==> config.mk <==
export PLATFORM = sky130hd
export DESIGN_NAME = ahbvga_sync_gen_flat
export DESIGN_NICKNAME = d
export VERILOG_FILES = /design/src/rtl/ahbvga_sync_gen_if.sv /design/src/rtl/ahbvga_sync_gen.sv /design/src/flat_wrapper.sv
export SDC_FILE = /design/constraint.sdc
export NUM_CORES = 1
export LEC_CHECK = 0
export BUFFER_PORTS_ARGS = -buffer_cell sky130_fd_sc_hd__clkbuf_2
export CELL_PAD_IN_SITES_DETAIL_PLACEMENT = 0
export CELL_PAD_IN_SITES_GLOBAL_PLACEMENT = 1
export CORE_ASPECT_RATIO = 2
export CORE_MARGIN = 2
export CORE_UTILIZATION = 31
export DETAILED_ROUTE_END_ITERATION = 10
export GPL_ROUTABILITY_DRIVEN = 0
export GPL_TIMING_DRIVEN = 0
export PLACE_DENSITY_LB_ADDON = 0.05
export SYNTH_ARGS = -nofsm -noshare
export SYNTH_HDL_FRONTEND = slang
export SYNTH_SLANG_ARGS = --single-unit
==> constraint.sdc <==
create_clock -name clk -period 2.5 [get_ports clk]
set_input_delay 0.375 -clock clk [delete_from_list [all_inputs] [get_ports clk]]
set_output_delay 0.375 -clock clk [all_outputs]
set_load 0.02 [all_outputs]
==> src/rtl/ahbvga_sync_gen_if.sv <==
// AHB-Lite slave bus bundle for the VGA timing generator.
// The master modport drives the request side; the slave modport returns
// read data and the ready-out.
interface ahbvga_sync_gen_if;
  logic        hsel;
  logic        hwrite;
  logic        hready;
  logic [1:0]  htrans;
  logic [31:0] haddr;
  logic [31:0] hwdata;
  logic [31:0] hrdata;
  logic        hreadyout;

  modport master (
    output hsel, hwrite, hready, htrans, haddr, hwdata,
    input  hrdata, hreadyout
  );

  modport slave (
    input  hsel, hwrite, hready, htrans, haddr, hwdata,
    output hrdata, hreadyout
  );
endinterface

==> src/rtl/ahbvga_sync_gen.sv <==
// Parametrised VGA timing generator with an AHB-Lite register slave.
// Produces hsync/vsync, active-video flag, pixel coordinates and a pixel
// clock-enable. Registers: CTRL (0x0), STATUS (0x4), FRAME (0x8),
// POSITION (0xC, present only when VGA_SYNC_POS_REG_EN is defined).
module ahbvga_sync_gen #(
  parameter int H_ACTIVE = 640,
  parameter int H_FP     = 16,
  parameter int H_SYNC   = 96,
  parameter int H_BP     = 48,
  parameter int V_ACTIVE = 480,
  parameter int V_FP     = 10,
  parameter int V_SYNC   = 2,
  parameter int V_BP     = 33,
  parameter int CLK_DIV  = 2,
  parameter int CNT_W    = 11
) (
  input  logic               clk,
  input  logic               rst,
  ahbvga_sync_gen_if.slave   bus,
  output logic               hsync,
  output logic               vsync,
  output logic               active,
  output logic [CNT_W-1:0]   pix_x,
  output logic [CNT_W-1:0]   pix_y,
  output logic               pix_ce,
  output logic               irq
);

  localparam int H_TOTAL = H_ACTIVE + H_FP + H_SYNC + H_BP;
  localparam int V_TOTAL = V_ACTIVE + V_FP + V_SYNC + V_BP;
  localparam int DIV_W   = (CLK_DIV > 1) ? $clog2(CLK_DIV) : 1;

  localparam logic [CNT_W-1:0] H_LAST   = CNT_W'(H_TOTAL - 1);
  localparam logic [CNT_W-1:0] V_LAST   = CNT_W'(V_TOTAL - 1);
  localparam logic [CNT_W-1:0] H_ACT    = CNT_W'(H_ACTIVE);
  localparam logic [CNT_W-1:0] V_ACT    = CNT_W'(V_ACTIVE);
  localparam logic [CNT_W-1:0] HS_START = CNT_W'(H_ACTIVE + H_FP);
  localparam logic [CNT_W-1:0] HS_END   = CNT_W'(H_ACTIVE + H_FP + H_SYNC);
  localparam logic [CNT_W-1:0] VS_START = CNT_W'(V_ACTIVE + V_FP);
  localparam logic [CNT_W-1:0] VS_END   = CNT_W'(V_ACTIVE + V_FP + V_SYNC);
  localparam logic [DIV_W-1:0] DIV_LAST = DIV_W'(CLK_DIV - 1);

  // Data-phase state captured from the address phase
  logic       dp_valid_reg, dp_write_reg;
  logic [1:0] dp_addr_reg;

  // Register file: ctrl = {irq_en, vpol, hpol, en}
  logic [3:0]  ctrl_reg, ctrl_next;
  logic        flag_reg, flag_next;
  logic [15:0] frame_reg, frame_next;

  // Timing counters and registered video outputs
  logic [DIV_W-1:0] div_reg, div_next;
  logic [CNT_W-1:0] h_reg, h_next, v_reg, v_next;
  logic             hsync_reg, hsync_next;
  logic             vsync_reg, vsync_next;
  logic             active_reg, active_next;

  logic        run, wrap, w1c, ce;
  logic [31:0] rdata;
  logic        unused_bits;

  assign unused_bits = ^{bus.haddr[31:4], bus.haddr[1:0], bus.hwdata[31:4], bus.htrans[0]};

  // Capture address-phase control whenever the bus advances
  always_ff @(posedge clk or posedge rst) begin
    if (rst) begin
      dp_valid_reg <= 1'b0;
      dp_write_reg <= 1'b0;
      dp_addr_reg  <= 2'd0;
    end else if (bus.hready) begin
      dp_valid_reg <= bus.hsel & bus.htrans[1];
      dp_write_reg <= bus.hwrite;
      dp_addr_reg  <= bus.haddr[3:2];
    end
  end

  // Register writes, frame-flag set/clear (set wins) and frame counter
  always_comb begin
    ctrl_next = ctrl_reg;
    w1c       = 1'b0;
    if (dp_valid_reg && dp_write_reg) begin
      if (dp_addr_reg == 2'd0) ctrl_next = bus.hwdata[3:0];
      if (dp_addr_reg == 2'd1) w1c = bus.hwdata[0];
    end
    flag_next  = wrap ? 1'b1 : (w1c ? 1'b0 : flag_reg);
    frame_next = wrap ? frame_reg + 16'd1 : frame_reg;
  end

  // Counters advance only while enabled before and after this edge, so a
  // disabling write zeroes them on the same edge that clears EN
  assign ce  = ctrl_reg[0] && (div_reg == DIV_LAST);
  assign run = ctrl_reg[0] && ctrl_next[0];

  // Divider / horizontal / vertical next-state and syncs from next coordinates
  always_comb begin
    div_next = '0;
    h_next   = '0;
    v_next   = '0;
    wrap     = 1'b0;
    if (run) begin
      div_next = (div_reg == DIV_LAST) ? '0 : div_reg + DIV_W'(1);
      h_next   = h_reg;
      v_next   = v_reg;
      if (ce) begin
        if (h_reg == H_LAST) begin
          h_next = '0;
          if (v_reg == V_LAST) begin
            v_next = '0;
            wrap   = 1'b1;
          end else begin
            v_next = v_reg + CNT_W'(1);
          end
        end else begin
          h_next = h_reg + CNT_W'(1);
        end
      end
    end
    hsync_next  = (ctrl_next[0] && h_next >= HS_START && h_next < HS_END) ?
                  ctrl_next[1] : ~ctrl_next[1];
    vsync_next  = (ctrl_next[0] && v_next >= VS_START && v_next < VS_END) ?
                  ctrl_next[2] : ~ctrl_next[2];
    active_next = ctrl_next[0] && (h_next < H_ACT) && (v_next < V_ACT);
  end

  // State registers for registers, counters and video outputs
  always_ff @(posedge clk or posedge rst) begin
    if (rst) begin
      ctrl_reg   <= 4'd0;
      flag_reg   <= 1'b0;
      frame_reg  <= 16'd0;
      div_reg    <= '0;
      h_reg      <= '0;
      v_reg      <= '0;
      hsync_reg  <= 1'b1;
      vsync_reg  <= 1'b1;
      active_reg <= 1'b0;
    end else begin
      ctrl_reg   <= ctrl_next;
      flag_reg   <= flag_next;
      frame_reg  <= frame_next;
      div_reg    <= div_next;
      h_reg      <= h_next;
      v_reg      <= v_next;
      hsync_reg  <= hsync_next;
      vsync_reg  <= vsync_next;
      active_reg <= active_next;
    end
  end

  // Read mux decoded from the captured address during the data phase
  always_comb begin
    rdata = 32'd0;
    if (dp_valid_reg && !dp_write_reg) begin
      case (dp_addr_reg)
        2'd0: rdata[3:0] = ctrl_reg;
        2'd1: rdata[1:0] = {(v_reg >= V_ACT), flag_reg};
        2'd2: rdata[15:0] = frame_reg;
        default: begin
`ifdef VGA_SYNC_POS_REG_EN
          rdata[CNT_W-1:0]  = h_reg;
          rdata[16 +: CNT_W] = v_reg;
`else
          rdata = 32'd0;
`endif
        end
      endcase
    end
  end

  assign bus.hrdata    = rdata;
  assign bus.hreadyout = 1'b1;
  assign hsync         = hsync_reg;
  assign vsync         = vsync_reg;
  assign active        = active_reg;
  assign pix_x         = h_reg;
  assign pix_y         = v_reg;
  assign pix_ce        = ce;
  assign irq           = flag_reg & ctrl_reg[3];

endmodule

==> src/flat_wrapper.sv <==
// flat-port wrapper written by rule: the top's interface ports become plain ports
module ahbvga_sync_gen_flat 
#(
  parameter int H_ACTIVE = 640,
  parameter int H_FP     = 16,
  parameter int H_SYNC   = 96,
  parameter int H_BP     = 48,
  parameter int V_ACTIVE = 480,
  parameter int V_FP     = 10,
  parameter int V_SYNC   = 2,
  parameter int V_BP     = 33,
  parameter int CLK_DIV  = 2,
  parameter int CNT_W    = 11
)
  (clk, rst, hsync, vsync, active, pix_x, pix_y, pix_ce, irq, bus_hsel, bus_hwrite, bus_hready, bus_htrans, bus_haddr, bus_hwdata, bus_hrdata, bus_hreadyout);
  ahbvga_sync_gen_if bus_i ();
  input  logic clk;
  input  logic rst;
  output logic hsync;
  output logic vsync;
  output logic active;
  output logic [CNT_W-1:0] pix_x;
  output logic [CNT_W-1:0] pix_y;
  output logic pix_ce;
  output logic irq;
  input wire logic [$bits(bus_i.hsel)-1:0] bus_hsel;
  input wire logic [$bits(bus_i.hwrite)-1:0] bus_hwrite;
  input wire logic [$bits(bus_i.hready)-1:0] bus_hready;
  input wire logic [$bits(bus_i.htrans)-1:0] bus_htrans;
  input wire logic [$bits(bus_i.haddr)-1:0] bus_haddr;
  input wire logic [$bits(bus_i.hwdata)-1:0] bus_hwdata;
  output wire logic [$bits(bus_i.hrdata)-1:0] bus_hrdata;
  output wire logic [$bits(bus_i.hreadyout)-1:0] bus_hreadyout;
  assign bus_i.hsel = bus_hsel;
  assign bus_i.hwrite = bus_hwrite;
  assign bus_i.hready = bus_hready;
  assign bus_i.htrans = bus_htrans;
  assign bus_i.haddr = bus_haddr;
  assign bus_i.hwdata = bus_hwdata;
  assign bus_hrdata = bus_i.hrdata;
  assign bus_hreadyout = bus_i.hreadyout;
  ahbvga_sync_gen #(.H_ACTIVE(H_ACTIVE), .H_FP(H_FP), .H_SYNC(H_SYNC), .H_BP(H_BP), .V_ACTIVE(V_ACTIVE), .V_FP(V_FP), .V_SYNC(V_SYNC), .V_BP(V_BP), .CLK_DIV(CLK_DIV), .CNT_W(CNT_W)) u_core (.clk(clk), .rst(rst), .bus(bus_i), .hsync(hsync), .vsync(vsync), .active(active), .pix_x(pix_x), .pix_y(pix_y), .pix_ce(pix_ce), .irq(irq));
endmodule
==> results.yml <==
run_status:
  outcome: "complete, but fails checks"
  violations: "setup timing"
critical_path:
  path_class: "register to register"
  end_kind: "register"
  crit_path_start: "u_core.pix_x[0]"
  worstPathRequired_ns: 2.67
  r2r-start: "u_core.pix_x[0]"
  cp-start-kind: "register"
  r2r_slack_ns: -0.05
  crit_fanout: 2
  critPathArrivalTime_ns: 2.72
clock_network:
  path_clk_slew_ns: 0.07
  cts_root_buffer: "clkbuf_16"
  htree_levels: 2
  numCtsBuffers: 5
  postCtsHoldBufs: 0
  cts_sinks: 51
  cts_tree: "yes"
  clockBufferDepth: 2
  worstSkewPairLatency_ns: 0.29
floorplan:
  ios: 131
  die_w_um: 73.4
  rows: 50
  initial_core_util_pct: 31.8
  die_height_um: 143
  coreArea_sq_um: 9380
  die-area_sq_um: 10500
sta:
  max_freq_ghz: 0.392
  hold_viol_final: 0
  finalMaxSlewViolations: 0
  rsz0062_at_grt: "yes"
  tightest_slew_ns: 0.688
  final_period_minus_worst_setup_slack_ns: 2.55
  finClkSkew_ns: 0.00383
  setup_slack_ns: -0.0507
  slew_headroom_pct: 53.5
  period_share_pct: 102
  setup_viol: 2
cells_and_area:
  fin_cells: 522
  syn_to_final_growth_pct: 33.4
  seq_area_sq_um: 1290
  fillers: 951
  nets: 492
  largest_reg_flops: 16
  multiInputGateArea_sq_um: 1650
  drive_gt1_share_pct: 38.0
  antennaDiodeCount: 0
power_and_ir_drop:
  pwr-share-comb_pct: 32.2
  totalPowerFinal_mw: 2.64
  pwr_density_cell_nw_per_um2: 663
  clkPwrFrac_pct: 26.8
  power_frac_seq_pct: 40.9
  p_sw_mw: 0.966
  peakVddDrop_v: 0.000334
  switching_share_pct: 36.6
  p_leak_nw: 1.88
  internal-power_mw: 1.67
route:
  initialDrtViolationCount: 95
  wire_per_inst_um: 15.9
  routed_wirelength_mm: 8.28
  vias: 2592
  drc: 0
  drtAntennaViolNets: 0
  first_pass_iters: 4
  via_per_inst: 4.97
placed_design:
  dpl.cell_count: 487
  dp_hpwl_mm: 6.18
  port_buffers: 54
global_route:
  first_global_vias: 2573
  overflow: 0
  grt_first_pass_wirelength_mm: 13.3
  grt.total_usage_pct: 16.7
  antenna_found_initial: 0
  grt_max_degree: 33
yosys:
  ys_seq_area_share_pct: 42.8
  ys.flop_type: "dfrtp_1"
  netlist_instances: 313
  synth-seq-cells: 51
  ys_warn_count: 0
  synth_cell_types: 59
  synth_edf_count: 0
  avgSynthCellArea_sq_um: 9.54
  netlist_area_sq_um: 2990
  async_reset_ff_share_pct: 100
worst_hold_path:
  hold_path_class: "input pin to asynchronous set/reset pin"
flow_run:
  maxCapViolCount: 0
critical path, cell delays in order, from the launching register on:
cell and delay [ns]:
dfrtp_2 0.43, ha_4 0.17, and4bb_4 0.20, and3_4 0.18
a21o_1 0.16, buf_6 0.12, a311o_1 0.34, or4b_4 0.54
buf_6 0.14, o211ai_1 0.09, nor3_2 0.06
synth_stat cells, types with 4 or more instances:
cell type	instances	area [sq um]
buf_2	5	25.0
ha_1	4	50.1
clkbuf_1	6	22.5
xor2_1	13	114
a21oi_1	7	35.0
nand3_1	12	60.1
mux2i_1	4	40.0
and2_1	13	81.3
and4_1	7	61.3
inv_1	7	26.3
nand2_1	30	113
xnor2_1	19	166
dfrtp_1	49	1230
nand4_1	13	81.3
o21ai_0	9	45.0
nor3_1	6	30.0
nor2_1	32	120
buf_4	17	128
cell usage in the layout (no fill, tap or decap), types with 3 or more instances in the layout:
cell type	count
nand3_4	3
nor2_1	31
buf_4	48
dfrtp_2	10
and2_1	13
clkbuf_2	54
o21ai_0	9
buf_6	5
inv_1	6
xor2_1	13
dfrtp_1	39
nand4_1	13
nand2_1	30
conb_1	17
clkbuf_16	5
xnor2_1	19
clkbuf_1	5
nand2b_1	3
nand3_1	8
and3_1	3
mux2i_1	4
nor3_1	4
mux2_2	3
a21oi_1	6
and4_1	5
layer usage:
layer,part of all wire [%],vias up,routed length [um],global-route usage (%)
met5,0,-,0,0
met3,2.6,10,217,2.54
met4,1.8,0,150,6.60
li1,-,1268,-,-
met1,35,1261,2910,16.4
met2,60,53,5000,33.0
repair_timing:
item | in CTS | in global routing
resized for setup | 21 | 14
setup buffers | 20 | 12
endpoints found under the setup margin | 19 | 19
pin swaps | 15 | 7
gates cloned | 0 | 0
final cells by class:
cell class / count / share of cell area, %
clock inverters: 1 / 0.126
flip-flops and latches: 51 / 32.4
clock buffers: 7 / 3.58
multi-input cells: 239 / 41.5
plain buffers: 26 / 4.97
inverters: 7 / 0.660
repair buffers: 87 / 13.5
well taps: 104 / 3.27
stage by stage:
| step | area (sq um) | worst slack, ns | TNS (ns) | hold slack, ns | utilization, % |
|---|---|---|---|---|---|
| after floorplan | 3080 | -0.0891 | -0.125 | 0.437 | - |
| after global placement | 3480 | -0.295 | -2.58 | 0.456 | 37.0 |
| after detailed placement | 3500 | -0.290 | -2.07 | 0.404 | 37.3 |
| after CTS | 3830 | -0.232 | -0.356 | 0.0809 | 40.9 |
| after global routing | 3980 | -0.135 | -0.310 | 0.120 | 42.4 |
| final | 3980 | -0.0507 | -0.0926 | 0.0769 | 42.4 |
worst paths after layout:
check	endpoint	cells after the start
min reg2reg	u_core.frame_reg[15]	1
max reg2reg	u_core.active	10
max in group asynchronous	u_core.vsync	3
max	u_core.active	10
min in group clk	u_core.ctrl_reg[3]	3
min	u_core.pix_y[8]	2
power by group through the flow:
stage,combinational (mW),sequential [mW],clock [mW]
after global routing,0.938,1.10,0.767
after CTS,0.860,1.08,0.742
after floorplan,0.443,1.16,0
final,0.851,1.08,0.709
after global placement,0.749,1.12,0
after detailed placement,0.755,1.12,0
cell families (layout without fill, tap and decap cells):
family	count (synthesis)	in the layout	share of synthesized area, %
simple gates	141	141	27.2
flops	51	51	42.8
compound gates	38	38	8.47
buf+inv	38	128	7.67
xor+xnor	32	32	9.39
mux	7	7	2.47
fa+ha+maj	4	4	1.68
other cells	2	17	0.252
(Power assumes the default switching activity.)
